**config.mk**
```make
export PLATFORM = sky130hd
export DESIGN_NAME = clk_div_multi
export DESIGN_NICKNAME = d
export VERILOG_FILES = /design/src/rtl/clk_div_multi.sv
export SDC_FILE = /design/constraint.sdc
export NUM_CORES = 1
export LEC_CHECK = 0
export CORE_AREA = 10 10 128 130
export DETAILED_ROUTE_END_ITERATION = 10
export DIE_AREA = 0 0 138 140
export PLACE_DENSITY = 0.7
export REMOVE_ABC_BUFFERS = 1
export SYNTH_ARGS = -nofsm -noshare
export SYNTH_HDL_FRONTEND = slang
export SYNTH_SLANG_ARGS = --single-unit
```
**constraint.sdc**
```tcl
create_clock -name sys_clk -period 5.1 [get_ports sys_clk]
set_input_delay 1.02 -clock sys_clk [delete_from_list [all_inputs] [get_ports sys_clk]]
set_output_delay 1.02 -clock sys_clk [all_outputs]
set_load 0.005 [all_outputs]
```
**src/rtl/clk_div_multi.sv**
```systemverilog
// Multi-channel programmable clock divider with per-channel enable, a single
// handshaked configuration port that reloads a channel on its own wrap edge, and a lock indicator.
module clk_div_multi #(
    parameter int N_CH     = 4,
    parameter int CNT_W    = 8,
    parameter int DIV_INIT = 4,
    parameter int LOCK_CYC = 16
) (
    input  logic                                        sys_clk,
    input  logic                                        sys_rst,
    input  logic [N_CH-1:0]                             ch_en,
    input  logic                                        cfg_valid,
    output logic                                        cfg_ready,
    input  logic [((N_CH > 1) ? $clog2(N_CH) : 1)-1:0]  cfg_ch,
    input  logic [CNT_W-1:0]                            cfg_div,
    input  logic [CNT_W-1:0]                            cfg_phase,
    output logic [N_CH-1:0]                             clk_out,
    output logic [N_CH-1:0]                             tick,
    output logic                                        locked
);
    localparam int CH_W = (N_CH > 1) ? $clog2(N_CH) : 1;
    localparam int LK_W = $clog2(LOCK_CYC + 1);
    localparam logic [CH_W:0]    NCH_L   = (CH_W + 1)'(N_CH);
    localparam logic [CNT_W-1:0] DIV_MIN = CNT_W'(2);
    localparam logic [LK_W-1:0]  LOCK_L  = LK_W'(LOCK_CYC);

    typedef enum logic {IDLE, PEND} state_t;

    state_t            r_state, w_state_next;
    logic [CH_W-1:0]   r_sh_ch;
    logic [CNT_W-1:0]  r_sh_div, r_sh_phase;
    logic [LK_W-1:0]   r_lock;
    logic              w_accept, w_in_range, w_apply;
    logic [CNT_W-1:0]  w_sh_d;
    logic [N_CH-1:0]   w_wrap, r_run, r_clk, r_tick;

    assign w_in_range = ({1'b0, cfg_ch} < NCH_L);
    assign w_sh_d     = (r_sh_div < DIV_MIN) ? DIV_MIN : r_sh_div;
    // A pending config lands on the target's wrap edge, or at once if it is not running.
    assign w_apply    = (r_state == PEND) && (!ch_en[r_sh_ch] || w_wrap[r_sh_ch]);

    assign cfg_ready = (r_state == IDLE);
    assign locked    = (r_lock == LOCK_L);
    assign clk_out   = r_clk;
    assign tick      = r_tick;

    always_comb begin
        w_state_next = r_state;
        w_accept     = 1'b0;
        case (r_state)
            IDLE: begin
                if (cfg_valid) begin
                    w_accept = w_in_range;
                    if (w_in_range) w_state_next = PEND;
                end
            end
            PEND: begin
                if (w_apply) w_state_next = IDLE;
            end
            default: w_state_next = IDLE;
        endcase
    end

    always_ff @(posedge sys_clk or posedge sys_rst) begin
        if (sys_rst) begin
            r_state    <= IDLE;
            r_sh_ch    <= '0;
            r_sh_div   <= '0;
            r_sh_phase <= '0;
            r_lock     <= '0;
        end else begin
            r_state <= w_state_next;
            if (w_accept) begin
                r_sh_ch    <= cfg_ch;
                r_sh_div   <= cfg_div;
                r_sh_phase <= cfg_phase;
            end
            if (w_accept)
                r_lock <= '0;
            else if (r_state == IDLE && r_lock != LOCK_L)
                r_lock <= r_lock + 1'b1;
        end
    end

    genvar gi;
    generate
        for (gi = 0; gi < N_CH; gi++) begin : g_ch
            logic [CNT_W-1:0] r_cnt, r_div, w_d, w_d_next, w_cnt_next;
            logic             w_apply_ch;

            assign w_d          = (r_div < DIV_MIN) ? DIV_MIN : r_div;
            assign w_wrap[gi]   = r_run[gi] && (r_cnt == w_d - 1'b1);
            assign w_apply_ch   = w_apply && (r_sh_ch == CH_W'(gi));

            // Outputs are registered from the next count so cnt, clk_out and tick move together.
            always_comb begin
                w_d_next   = w_apply_ch ? w_sh_d : w_d;
                w_cnt_next = '0;
                if (ch_en[gi] && r_run[gi]) begin
                    if (w_apply_ch)
                        w_cnt_next = (r_sh_phase < w_sh_d) ? r_sh_phase : '0;
                    else if (!w_wrap[gi])
                        w_cnt_next = r_cnt + 1'b1;
                end
            end

            always_ff @(posedge sys_clk or posedge sys_rst) begin
                if (sys_rst) begin
                    r_cnt      <= '0;
                    r_div      <= CNT_W'(DIV_INIT);
                    r_run[gi]  <= 1'b0;
                    r_clk[gi]  <= 1'b0;
                    r_tick[gi] <= 1'b0;
                end else begin
                    r_run[gi]  <= ch_en[gi];
                    r_cnt      <= w_cnt_next;
                    if (w_apply_ch) r_div <= w_sh_d;
                    r_clk[gi]  <= ch_en[gi] && (w_cnt_next < (w_d_next >> 1));
                    r_tick[gi] <= ch_en[gi] && (w_cnt_next == '0);
                end
            end
        end
    endgenerate
endmodule

```
==> summary.md <==
| Metric | Value |
|---|---|
| Outcome | finished clean |
| Die Ht | 140 um |
| Area growth from synthesis to layout | 13.2% |
| CTS root buffer | clkbuf_16 |
| Critical Path RT | between 5 and 6 ns |
| Antenna violations before repair | 0 |
| First-pass GRT wire length | 31000 um |
| Worst Hold Class | register to register |
| Mean Syn Cell Area | 8.92 um^2 |
| Clk Latency, worst-skew pair | approximately 0.36 ns |
| Final setup viols | 0 |
| Clk sink count | 100 |
| Fmax | 211 MHz |
| Final nets | roughly 850 |
| N_diodes | 0 |
| Crit. End Element | register |
| RSZ-0062 raised after global routing | no |
| WP data arrival | 4.98 ns |
| CP Max Fanout | 16 |
| Hold_ws | 0.549 ns |
| Hold Vio Cnt, Final | 0 |
| Tightest Pin Transition | between 0.9 and 1 ns |
| Antenna Nets Post-Route | 0 |
| Clk buf depth | 2 |
| Slew margin rel. | a little over a third |
| Final GP Congestion | 0.923 |
| CTS tree | built |
| Layout cells sized above 1 | under 10% |
| Post-CTS setup buffer count | 0 |
| Num CTS Buffers | 9 |
| Synth warnings | 0 |
| Router iterations before antenna repair | 5 |
| Post-DP HPWL | around 15000 um |
| Multi-input combinational cell area | between 3000 and 4000 um^2 |
| GRT overflow | 0 |
| Async SR Flop Fraction | 100% |
| Ys flop type | dfrtp_1 |
| Dpl cell area | 7310 um^2 |
| Total Routing Usage GR | between 10% and 20% |
| I/O pin count | 35 |
| Via density | approximately 6.2 |
| Final Util | about 55% |
| Pleak | 3.39 nW |
| Final min period | about 4.7 ns |
| Core Region | roughly 14000 um^2 |
| CTS Hold Buffers Added | 0 |
| DRC | 0 |
| Number of global-route vias before repair | approximately 6.1k |
| Netlist cell types | between 70 and 80 |
| Die area | just under 20000 um^2 |
| # fillers | approximately 1.3k |
| H-tree depth | 3 |
| Post-Syn Area | between 6000 and 7000 um^2 |
| Number of synthesized register bits | 100 |
| Fin Clk Skew | 0.00602 ns |
| Sequential element share of the synthesized area | 37.2% |
| Site Rows | 43 |
| Critical path launch point type | register |
| Power density over cell area | roughly 540 nW/um^2 |
| Die X-Extent | approximately 140 um |
| Final worst path period share | approximately 93% |
| Maxcap violations | 0 |
| Vias | 6038 |
| Fin. max-slew vios | 0 |
| EDFF count, synth | 0 |
| CTS clock-pin slew for the worst setup and hold paths | 0.06 ns |
| FF+latch area | roughly 2500 um^2 |
| Initial drt markers | roughly 580 |
| Final Instance Area | roughly 7600 um^2 |
| Starting Density | 49.0% |
| Number of port buffers | 34 |
| Routed WL | roughly 19000 um |
| Crit path kind | register to register |
| Pin count of the biggest net entering global routing | 71 |
| Peak supply drop | between 0.3 and 0.4 mV |
| Post-Syn Instances | 756 |
| Avg WL per Cell | around 20 um |
## layout by cell type, fill, tap and decap left out, drive strengths merged, types with 5 or more instances in the layout
cell type and n:
ha 41, nand3b 7, nand2b 7, dfrtp 96, nor3 15, o22ai 7, clkbuf 16, nand3 41
a211oi 8, nand2 66, o31ai 7, o2111ai 5, a21o 17, a31oi 5, buf 18, nor2 58
and2 10, nor2b 6, or3 13, mux2 13, nor4 9, clkdlybuf4s50 34, xnor2 27, mux2i 10
xor2 26, o21ai 37, a21oi 41, a22oi 6, inv 51, o211ai 8, nand4 12, or4 7
## final cells by class
class | count | share of cell area (%)
Multi-Input combinational cell | 574 | 51.5
Sequential cell | 100 | 32.9
Timing Repair Buffer | 52 | 6.23
Clock buffer | 16 | 3.95
Tap cell | 180 | 2.95
Inverter | 51 | 2.54
## layer usage
metal	up-vias	wire length (um)	share of wire, %	track usage, %
li1	2810	-	-	-
met5	-	0	0	0
met3	42	1260	6.6	4.50
met2	242	9240	48	32.3
met4	0	485	2.5	7.27
met1	2944	8220	43	24.3
## stage by stage
stage	total power [mW]	TNS, ns	worst slack [ns]	std cells
CTS	4.09	0	0.107	973
global route	4.43	0	0.00825	973
global placement	3.29	0	0.248	957
finish	4.12	0	0.362	973
detailed placement	3.38	0	0.136	957
floorplan	2.67	-0.130	-0.130	725
## what timing repair did
action	4_1_cts	5_1_grt
hold endpoints to repair	0	0
endpoints found under the setup margin	0	1
gates resized for setup	0	5
## path summary, 6_finish.rpt
kind / slack [ns] / startpoint / end / cells after the start
max: 0.36 / g_ch[1].r_div[3] / clk_out[1] / 15
min: 0.55 / r_lock[4] / r_lock[4] / 2
max in group asynchronous: 2.88 / sys_rst / g_ch[3].r_div[2] / 3
min in group asynchronous: 1.22 / sys_rst / r_lock[2] / 2
min reg2reg: 0.55 / r_lock[4] / r_lock[4] / 2
max reg2reg: 0.36 / g_ch[1].r_div[3] / clk_out[1] / 15
## sequential cells by signal, summed over array words and instances (netlist names)
| name | flops |
|---|---|
| r_state | 1 |
| clk_out | 4 |
| tick | 4 |
| r_sh_div | 8 |
| r_lock | 5 |
| r_sh_ch | 2 |
| r_sh_phase | 8 |
| g_ch.r_cnt | 32 |
| r_run | 4 |
| g_ch.r_div | 32 |
## critical path, cell delays in order, from the launching register on
cell       delay [ns]
dfrtp_1          0.43
or3_1            0.42
or3_1            0.42
nand2_1          0.11
ha_1             0.26
nand4bb_1        0.12
a211oi_1         0.28
o221ai_1         0.15
a211oi_1         0.34
nand2_1          0.28
a21o_1           0.44
o32ai_1          0.53
ha_1             0.34
nand4_1          0.15
a21oi_1          0.06
a221oi_1         0.29
## power breakdown
group	switching [mW]	total [mW]	internal [mW]	leakage (nW)
clock	0.294	0.693	0.399	0.149
sequential	0.394	1.43	1.04	1.27
combinational	1.14	1.99	0.846	1.97
## cell usage after synthesis, drive strengths merged, types with 5 or more instances
cell type  number  area [um^2]
dfrtp          96         2400
nand2          66          248
nor2           58          218
inv            51          191
a21oi          41          205
ha             41          513
nand3          41          205
o21ai          37          185
xnor2          27          236
xor2           26          228
clkbuf         20         75.1
a21o           17          128
nor3           15         75.1
mux2           13          146
or3            13         81.3
nand4          12         75.1
buf            11         68.8
and2           10         62.6
mux2i          10          100
nor4            9         75.1
a211oi          8         60.1
o211ai          8         60.1
nand2b          7         43.8
nand3b          7         52.6
o22ai           7         43.8
o31ai           7         52.6
or4             7         56.3
a22oi           6         45.0
nor2b           6         37.5
a31oi           5         31.3
o2111ai         5         50.0
## cell families after synthesis
kind of cell	after synthesis	synth area share, %
buf+inv	82	4.97
flops	100	37.2
mux	24	3.99
simple gates	266	20.0
fa+ha+maj	42	7.76
compound gates	189	19.2
xor+xnor	53	6.88
Power figures use the tool's default switching activity.
